### config.mk
export PLATFORM = sky130hd
export DESIGN_NAME = mem_port_arbiter_flat
export DESIGN_NICKNAME = d
export VERILOG_FILES = /design/src/rtl/mem_port_arbiter_pkg.sv /design/src/rtl/mem_port_arbiter_if.sv /design/src/rtl/mem_port_arbiter_pick.sv /design/src/rtl/mem_port_arbiter.sv /design/src/flat_wrapper.sv
export SDC_FILE = /design/constraint.sdc
export NUM_CORES = 1
export LEC_CHECK = 0
export ABC_AREA = 1
export CORE_MARGIN = 4
export CORE_UTILIZATION = 37
export DETAILED_ROUTE_END_ITERATION = 8
export PLACE_DENSITY_LB_ADDON = 0.1
export SETUP_SLACK_MARGIN = 0.2
export SLEW_MARGIN = 25
export SYNTH_ARGS = -nofsm -noshare
export SYNTH_HDL_FRONTEND = slang
export SYNTH_SLANG_ARGS = --single-unit
### constraint.sdc
create_clock -name clk -period 4.2 [get_ports clk]
set_clock_uncertainty 0.05 [all_clocks]
set_input_delay 0.63 -clock clk [delete_from_list [all_inputs] [get_ports clk]]
set_output_delay 0.63 -clock clk [all_outputs]
set_load 0.005 [all_outputs]
### src/rtl/mem_port_arbiter_pkg.sv
// mem_port_arbiter shared types: FSM states, owner ids, full-word byte enable.
// MEM_ARB_RR_EN selects round-robin tie-break instead of fixed MEM > IF.
package mem_port_arbiter_pkg;

  typedef enum logic [1:0] {
    ARB_IDLE = 2'd0,
    ARB_BUSY = 2'd1,
    ARB_RESP = 2'd2
  } arb_state_t;

  typedef enum logic {
    OWN_IF  = 1'b0,
    OWN_MEM = 1'b1
  } owner_t;

  localparam logic [3:0] BE_WORD = 4'b1111;

endpackage

### src/rtl/mem_port_arbiter_if.sv
// Requester and RAM handshake bundle for mem_port_arbiter.
// slave = arbiter side, master = pipeline/RAM side.
interface mem_port_arbiter_if #(
  parameter int ADDR_W = 32,
  parameter int DATA_W = 32
);
  logic              if_req;
  logic [ADDR_W-1:0] if_addr;
  logic [DATA_W-1:0] if_rdata;
  logic              if_done;
  logic              if_stall;

  logic              mem_req;
  logic              mem_we;
  logic [3:0]        mem_be;
  logic [ADDR_W-1:0] mem_addr;
  logic [DATA_W-1:0] mem_wdata;
  logic [DATA_W-1:0] mem_rdata;
  logic              mem_done;
  logic              mem_stall;

  logic              ram_req;
  logic              ram_we;
  logic [3:0]        ram_be;
  logic [ADDR_W-1:0] ram_addr;
  logic [DATA_W-1:0] ram_wdata;
  logic [DATA_W-1:0] ram_rdata;
  logic              ram_ack;

  modport slave (
    input  if_req, if_addr,
    input  mem_req, mem_we, mem_be,
    input  mem_addr, mem_wdata,
    input  ram_rdata, ram_ack,
    output if_rdata, if_done, if_stall,
    output mem_rdata, mem_done, mem_stall,
    output ram_req, ram_we, ram_be,
    output ram_addr, ram_wdata
  );

  modport master (
    output if_req, if_addr,
    output mem_req, mem_we, mem_be,
    output mem_addr, mem_wdata,
    output ram_rdata, ram_ack,
    input  if_rdata, if_done, if_stall,
    input  mem_rdata, mem_done, mem_stall,
    input  ram_req, ram_we, ram_be,
    input  ram_addr, ram_wdata
  );
endinterface

### src/rtl/mem_port_arbiter_pick.sv
// arb_pick: chooses the RAM owner from the two requests.
// MEM_ARB_RR_EN adds a last-grant input for round-robin ties.
module arb_pick
  import mem_port_arbiter_pkg::*;
(
  input  logic   i_if_req,
  input  logic   i_mem_req,
`ifdef MEM_ARB_RR_EN
  input  owner_t i_last_grant,
`endif
  output owner_t o_owner
);
  always_comb begin
    o_owner = OWN_IF;
    if (i_mem_req)
      o_owner = OWN_MEM;
`ifdef MEM_ARB_RR_EN
    // on a tie the side not served last wins
    if (i_mem_req && i_if_req)
      o_owner = (i_last_grant == OWN_IF) ?
                OWN_MEM : OWN_IF;
`endif
  end
endmodule

### src/rtl/mem_port_arbiter.sv
// mem_port_arbiter: one RAM transaction at a time for fetch and MEM.
// Define MEM_ARB_RR_EN for round-robin ties (default strict MEM > IF).
module mem_port_arbiter
  import mem_port_arbiter_pkg::*;
#(
  parameter int ADDR_W = 32,
  parameter int DATA_W = 32
) (
  input logic               clk,
  input logic               rst,
  mem_port_arbiter_if.slave bus
);
  arb_state_t        r_state, w_next;
  owner_t            r_owner, w_pick;
  logic              r_ram_req;
  logic              r_if_done, r_mem_done;
  logic              r_we;
  logic [3:0]        r_be;
  logic [ADDR_W-1:0] r_addr;
  logic [DATA_W-1:0] r_wdata;
  logic [DATA_W-1:0] r_if_rdata, r_mem_rdata;
  logic              w_grant, w_ack;
`ifdef MEM_ARB_RR_EN
  owner_t            r_last;
`endif

  arb_pick u_pick (
    .i_if_req     (bus.if_req),
    .i_mem_req    (bus.mem_req),
`ifdef MEM_ARB_RR_EN
    .i_last_grant (r_last),
`endif
    .o_owner      (w_pick)
  );

  always_comb begin
    w_next  = r_state;
    w_grant = 1'b0;
    w_ack   = 1'b0;
    unique case (r_state)
      ARB_IDLE: if (bus.if_req || bus.mem_req) begin
        w_next  = ARB_BUSY;
        w_grant = 1'b1;
      end
      ARB_BUSY: if (bus.ram_ack) begin
        w_next = ARB_RESP;
        w_ack  = 1'b1;
      end
      ARB_RESP: w_next = ARB_IDLE;
      default:  w_next = ARB_IDLE;
    endcase
  end

  always_ff @(posedge clk or posedge rst) begin
    if (rst) r_state <= ARB_IDLE;
    else     r_state <= w_next;
  end

  always_ff @(posedge clk or posedge rst) begin
    if (rst) begin
      r_owner     <= OWN_IF;
      r_ram_req   <= 1'b0;
      r_if_done   <= 1'b0;
      r_mem_done  <= 1'b0;
      r_we        <= 1'b0;
      r_be        <= '0;
      r_addr      <= '0;
      r_wdata     <= '0;
      r_if_rdata  <= '0;
      r_mem_rdata <= '0;
    end else begin
      r_if_done  <= 1'b0;
      r_mem_done <= 1'b0;
      if (w_grant) begin
        r_owner   <= w_pick;
        r_ram_req <= 1'b1;
        if (w_pick == OWN_MEM) begin
          r_we    <= bus.mem_we;
          r_be    <= bus.mem_be;
          r_addr  <= bus.mem_addr;
          r_wdata <= bus.mem_wdata;
        end else begin
          r_we    <= 1'b0;
          r_be    <= BE_WORD;
          r_addr  <= bus.if_addr;
          r_wdata <= '0;
        end
      end
      if (w_ack) begin
        r_ram_req <= 1'b0;
        if (r_owner == OWN_IF) begin
          r_if_done  <= 1'b1;
          r_if_rdata <= bus.ram_rdata;
        end else begin
          r_mem_done <= 1'b1;
          // a write leaves the last read value visible
          if (!r_we)
            r_mem_rdata <= bus.ram_rdata;
        end
      end
    end
  end

`ifdef MEM_ARB_RR_EN
  always_ff @(posedge clk or posedge rst) begin
    if (rst)          r_last <= OWN_IF;
    else if (w_grant) r_last <= w_pick;
  end
`endif

  assign bus.ram_req   = r_ram_req;
  assign bus.ram_we    = r_we;
  assign bus.ram_be    = r_be;
  assign bus.ram_addr  = r_addr;
  assign bus.ram_wdata = r_wdata;
  assign bus.if_rdata  = r_if_rdata;
  assign bus.mem_rdata = r_mem_rdata;
  assign bus.if_done   = r_if_done;
  assign bus.mem_done  = r_mem_done;
  assign bus.if_stall  = bus.if_req & ~r_if_done;
  assign bus.mem_stall = bus.mem_req & ~r_mem_done;
endmodule

### src/flat_wrapper.sv
// flat-port wrapper written by rule: the top's interface ports become plain ports
module mem_port_arbiter_flat import mem_port_arbiter_pkg::*;
#(
  parameter int ADDR_W = 32,
  parameter int DATA_W = 32
)
  (clk, rst, bus_if_req, bus_if_addr, bus_mem_req, bus_mem_we, bus_mem_be, bus_mem_addr, bus_mem_wdata, bus_ram_rdata, bus_ram_ack, bus_if_rdata, bus_if_done, bus_if_stall, bus_mem_rdata, bus_mem_done, bus_mem_stall, bus_ram_req, bus_ram_we, bus_ram_be, bus_ram_addr, bus_ram_wdata);
  mem_port_arbiter_if #(.ADDR_W(ADDR_W), .DATA_W(DATA_W)) bus_i ();
  input logic clk;
  input logic rst;
  input wire logic [$bits(bus_i.if_req)-1:0] bus_if_req;
  input wire logic [$bits(bus_i.if_addr)-1:0] bus_if_addr;
  input wire logic [$bits(bus_i.mem_req)-1:0] bus_mem_req;
  input wire logic [$bits(bus_i.mem_we)-1:0] bus_mem_we;
  input wire logic [$bits(bus_i.mem_be)-1:0] bus_mem_be;
  input wire logic [$bits(bus_i.mem_addr)-1:0] bus_mem_addr;
  input wire logic [$bits(bus_i.mem_wdata)-1:0] bus_mem_wdata;
  input wire logic [$bits(bus_i.ram_rdata)-1:0] bus_ram_rdata;
  input wire logic [$bits(bus_i.ram_ack)-1:0] bus_ram_ack;
  output wire logic [$bits(bus_i.if_rdata)-1:0] bus_if_rdata;
  output wire logic [$bits(bus_i.if_done)-1:0] bus_if_done;
  output wire logic [$bits(bus_i.if_stall)-1:0] bus_if_stall;
  output wire logic [$bits(bus_i.mem_rdata)-1:0] bus_mem_rdata;
  output wire logic [$bits(bus_i.mem_done)-1:0] bus_mem_done;
  output wire logic [$bits(bus_i.mem_stall)-1:0] bus_mem_stall;
  output wire logic [$bits(bus_i.ram_req)-1:0] bus_ram_req;
  output wire logic [$bits(bus_i.ram_we)-1:0] bus_ram_we;
  output wire logic [$bits(bus_i.ram_be)-1:0] bus_ram_be;
  output wire logic [$bits(bus_i.ram_addr)-1:0] bus_ram_addr;
  output wire logic [$bits(bus_i.ram_wdata)-1:0] bus_ram_wdata;
  assign bus_i.if_req = bus_if_req;
  assign bus_i.if_addr = bus_if_addr;
  assign bus_i.mem_req = bus_mem_req;
  assign bus_i.mem_we = bus_mem_we;
  assign bus_i.mem_be = bus_mem_be;
  assign bus_i.mem_addr = bus_mem_addr;
  assign bus_i.mem_wdata = bus_mem_wdata;
  assign bus_i.ram_rdata = bus_ram_rdata;
  assign bus_i.ram_ack = bus_ram_ack;
  assign bus_if_rdata = bus_i.if_rdata;
  assign bus_if_done = bus_i.if_done;
  assign bus_if_stall = bus_i.if_stall;
  assign bus_mem_rdata = bus_i.mem_rdata;
  assign bus_mem_done = bus_i.mem_done;
  assign bus_mem_stall = bus_i.mem_stall;
  assign bus_ram_req = bus_i.ram_req;
  assign bus_ram_we = bus_i.ram_we;
  assign bus_ram_be = bus_i.ram_be;
  assign bus_ram_addr = bus_i.ram_addr;
  assign bus_ram_wdata = bus_i.ram_wdata;
  mem_port_arbiter #(.ADDR_W(ADDR_W), .DATA_W(DATA_W)) u_core (.clk(clk), .rst(rst), .bus(bus_i));
endmodule
* Yosys cells after proc, flatten, opt, wreduce, memory -nomap -nowiden
Cells that the tools add are included.
Word-level totals: flip-flop bits (word level) 139, bits in latches 0, memory bits (writable) 0, memory bits (read-only) 0, input port bits 138, output and inout bits 138, logic and storage cells 44, memories kept 0
Cells by class: add/subtract/negate cells 0, multipliers 0, divide/modulo/power cells 0, order comparisons 0, equal/unequal tests 3, shifts and indexed selects 0, mux-type cells 18, bitwise logic cells 6, reduce and logical (&&, ||, !) cells 6
Operator list (count):
- two-way mux 32 bit | 2
- two-way mux 1 bit | 12
- two-way mux 2 bit | 2
- two-way mux 4 bit | 1
- NOT 1 bit | 4
- one-hot mux 2 bit (2 select lines) | 1
- AND reduction 2 bit | 2
- AND reduction 3 bit | 1
- AND 1 bit | 2
- equality test 2 x 1 -> 1 bit (second input constant) | 1
- zero test 2 bit | 1
- inequality test 2 x 1 -> 1 bit (second input constant) | 1
- inequality test 2 bit (second input constant) | 1
- nonzero test 2 bit | 1
- logical OR 1 bit | 1

* Logic depth before layout (Yosys ltp)
depth after elaboration 5, mapped depth 7, mapped depth without buffers 5

* Modules after synthesis
From an unflattened synthesis, not the netlist that was laid out.
Unflattened totals: cells, all modules 735, area total of the unflattened synthesis 6002.0 um^2
By module, submodules not included:
- mem_port_arbiter | times used 1, cells an instance 734, area each 5994.5 um^2, seq. area each 3478.3 um^2
- arb_pick | times used 1, cells an instance 1, area each 7.5 um^2, seq. area each 0.0 um^2

* Least setup slack after synthesis
OpenSTA, ideal clock, no wires.
kind input-to-output, start input port bus_mem_req, end output port bus_mem_stall, arrival 1165 ps, data required time 3520 ps, path slack 2355 ps, stages 4, buffers on the path 2, path through buf_2 > inv_1 > buf_2 > nor2_1
On the way: word-level cells in the longest chain between the ends 1
Ends and longest elaborated chain:
- start, declared | line flat_wrapper.sv:13 | input wire logic [$bits(bus_i.mem_req)-1:0] bus_mem_req;
- AND 1 bit | line mem_port_arbiter.sv:121 | assign bus.mem_stall = bus.mem_req & ~r_mem_done;
- end, declared | line flat_wrapper.sv:25 | output wire logic [$bits(bus_i.mem_stall)-1:0] bus_mem_stall;
Every way passes these cells.

* Final worst setup path
Same ends and word-level chain as after synthesis.

==> results.sh <==
export IMPL_crit_type="in -> out"
export IMPL_power_frac_seq=0.364
export IMPL_critPathMaxFanout=35
export IMPL_portBuffers=275
export IMPL_dieArea_sq_um=17820
export IMPL_drv_cap=0
export IMPL_grt_overflow_total=0
export IMPL_grt_use_total=0.1996
export IMPL_first_pass_iters=4
export IMPL_drive_gt1_frac=0.04438
export IMPL_grt_pass1_vias=5207
export IMPL_synth_area_per_cell_sq_um=8.350
export IMPL_pin_count=276
export IMPL_cp_required_ns=3.52
export IMPL_finalNonFillerCells=1180
export IMPL_clkPwrFrac=0.230
export IMPL_htree_levels=4
export IMPL_drcViolationCount=0
export IMPL_power_density_nw_per_um2=687.0
export IMPL_gp_congestion=0.8104
export IMPL_ys_top_cells_by_area="dfrtp_1 60%, nand2_1 27%, o21ai_0 2.9%"
export IMPL_vias=5318
export IMPL_slew_headroom=0.3410
export IMPL_core_sq_um=15310
export IMPL_cts_resized=0
export IMPL_post_cts_setup_buffers=0
export IMPL_setup_violations_final=0
export IMPL_synth_largest_area_cell="dfrtp_1"
export IMPL_synth_cell_types=18
export IMPL_ys_warn_count=0
export IMPL_insertion_delay_ns=0.41
export IMPL_worst_ep_arrival_time_ns=2.14
export IMPL_seq_area_frac_synth=0.5968
export IMPL_slew_viol_final=0
export IMPL_fin_setup_tns_ns=0
export IMPL_hp_class="reg -> reg"
export IMPL_outcome="finished, final reports clean"
export IMPL_cts_buffers=17
export IMPL_crit_buf_inv=4
export IMPL_start_kind="primary input"
export IMPL_worst_pin_slew_ns=0.9861
export IMPL_wire_per_inst_microns=15.09
export IMPL_drt_iter0_drc=380
export IMPL_cp_top_family="buffers and inverters"
export IMPL_avgViaCountPerCell=4.507
export IMPL_period_share=0.6722
export IMPL_p_switching_uw=2046
export IMPL_die_x_microns=133.5
export IMPL_areaGrowthSynthToFinish_pct=58.01
export IMPL_start_util=0.3806
export IMPL_clkSlewWorstSetupHoldPaths_ns=0.05
export IMPL_worstPathCellList="clkdlybuf4s50_1 -> buf_4 -> inv_1 -> nor2_1 -> clkdlybuf4s50_1"
export IMPL_synth_top_area_share=0.5968
export IMPL_routed_wl_microns=17810
export IMPL_synth_fp_nets=836
export IMPL_power_switching_share=0.3233
export IMPL_netlist_area_sq_um=5828
export IMPL_rsz0062_at_grt="false"
export IMPL_core_rowCount=45
export IMPL_p_leak_uw=0.004521
export IMPL_fin_crit_ns=2.823
export IMPL_slowest_delay_ns=0.50
export IMPL_finalHoldViolations=0
export IMPL_die_y_microns=133.5
export IMPL_grt_first_pass_wirelength_microns=28070
export IMPL_cts_tree="done"
export IMPL_p_int_uw=4281
export IMPL_irDropWorstVdd_mv=0.3135
export IMPL_final_nets=1095
export IMPL_netlist_instances=698
export IMPL_fillers=1408
export IMPL_end_kind="primary output"
export IMPL_antenna_found_initial=0
export IMPL_cts_sinks=139
export IMPL_ant_nets=0
export IMPL_grt_max_degree=140
export IMPL_slowest_stage="clkdlybuf4s50_1"
export IMPL_cts_buffer_depth=2
export IMPL_post_dp_hpwl_microns=12270
export IMPL_cts_root_buf="clkbuf_16"
export IMPL_ys_seq_elements=139
export IMPL_n_antenna_cell=0
export IMPL_timing_fmax_mhz=354.2
export IMPL_cts_hold_buffers=0
export IMPL_dp_cells=1149
export IMPL_p_comb_frac=0.406
export IMPL_critPathMostFrequentCell="clkdlybuf4s50_1"
-- registers in the layout, indices dropped and copies added (netlist names) --
signal and count:
u_core.bus.ram_req 1, u_core.r_state 2, u_core.bus.if_rdata 32, u_core.bus.mem_rdata 32
u_core.bus.if_done 1, u_core.bus.ram_addr 32, u_core.bus.ram_be 4, u_core.bus.ram_we 1
u_core.bus.ram_wdata 32, u_core.r_owner 1, u_core.bus.mem_done 1
-- worst paths after layout --
kind	start	endpoint	slack, ns	depth (start not counted)
setup / recovery	bus_mem_req	bus_mem_stall	1.38	5
min in group asynchronous	rst	u_core.bus.ram_addr[24]$_DFFE_PP0P_	0.66	3
max in group asynchronous	rst	u_core.r_owner$_DFFE_PP0P_	2.76	3
hold reg to reg	u_core.bus.mem_rdata[28]$_DFFE_PP0P_	u_core.bus.mem_rdata[28]$_DFFE_PP0P_	0.42	2
setup reg to reg	u_core.r_owner$_DFFE_PP0P_	u_core.bus.mem_rdata[15]$_DFFE_PP0P_	1.67	4
hold / removal	u_core.bus.mem_rdata[28]$_DFFE_PP0P_	u_core.bus.mem_rdata[28]$_DFFE_PP0P_	0.42	2
-- stage by stage --
step / utilization / cell area, sq um / hold WS (ns) / setup slack [ns] / power (uW)
after floorplan: - / 5832 / 0.4150 / 1.785 / 3338
after global placement: 0.5640 / 8637 / 0.4027 / 1.373 / 4909
after detailed placement: 0.5640 / 8637 / 0.4084 / 1.367 / 4938
after CTS: 0.6013 / 9209 / 0.4228 / 1.368 / 6426
after global routing: 0.6013 / 9209 / 0.4359 / 1.300 / 6790
final: 0.6013 / 9209 / 0.4179 / 1.377 / 6327
-- cells in the final DEF, fill, tap and decap left out, types with 4 or more instances in the layout --
| master | instances |
|---|---|
| buf_4 | 4 |
| clkbuf_1 | 4 |
| clkbuf_16 | 17 |
| clkdlybuf4s50_1 | 275 |
| dfrtp_1 | 138 |
| inv_1 | 6 |
| nand2_1 | 420 |
| nand3_1 | 32 |
| nor2_1 | 16 |
| o21ai_0 | 34 |
-- power groups by stage --
| stage | sequential [uW] | clock (uW) | combinational (uW) |
|---|---|---|---|
| floorplan | 2330 | 0 | 1010 |
| global placement | 2300 | 0 | 2610 |
| detailed placement | 2320 | 0 | 2620 |
| CTS | 2300 | 1490 | 2630 |
| global route | 2400 | 1550 | 2840 |
| finish | 2300 | 1460 | 2570 |
-- synthesized netlist by cell type --
master and count:
nor2_2 1, buf_2 12, o21ai_0 34, dfrtp_1 139, inv_2 3, o31ai_1 1, nand3_1 32, inv_1 7
nand3_4 1, o21ai_4 1, nor2_1 16, clkbuf_1 6, nand2_1 420, buf_4 16, nand4_2 1, nor2_4 2
buf_1 1, buf_6 5
-- metal layers --
layer | up-vias | global-route usage | wire (microns)
met5 | - | 0 | 0
met4 | 0 | 0.06857 | 408
met3 | 26 | 0.08610 | 1679
met2 | 183 | 0.3095 | 8137
met1 | 2445 | 0.2514 | 7580
li1 | 2664 | - | -
-- worst register-to-register path, delay by kind of cell, from the launching register on --
kind / cells / cell delay, ns
AND/OR/NAND/NOR: 3 / 1.20
flip-flops: 1 / 0.70
buffers and inverters: 1 / 0.47
-- cells by family (layout without fill, tap and decap cells) --
family / count (synthesis) / count (layout) / share of synthesized area
compound gates: 36 / 36 / 0.03328
buf+inv: 50 / 321 / 0.05152
flops: 139 / 139 / 0.5968
simple gates: 473 / 473 / 0.3184
-- layout make-up --
type | instances | area [sq um] | share of cell area
multi-input combinational | 509 | 2049 | 0.2226
inverter | 10 | 41.29 | 0.004484
timing repair buffer | 280 | 2803 | 0.3043
sequential | 139 | 3480 | 0.3779
tap | 211 | 264.0 | 0.02867
clock buffer | 24 | 481.7 | 0.05231
clock inverter | 7 | 90.09 | 0.009783
No activity file was read; power rests on OpenSTA's default activity.
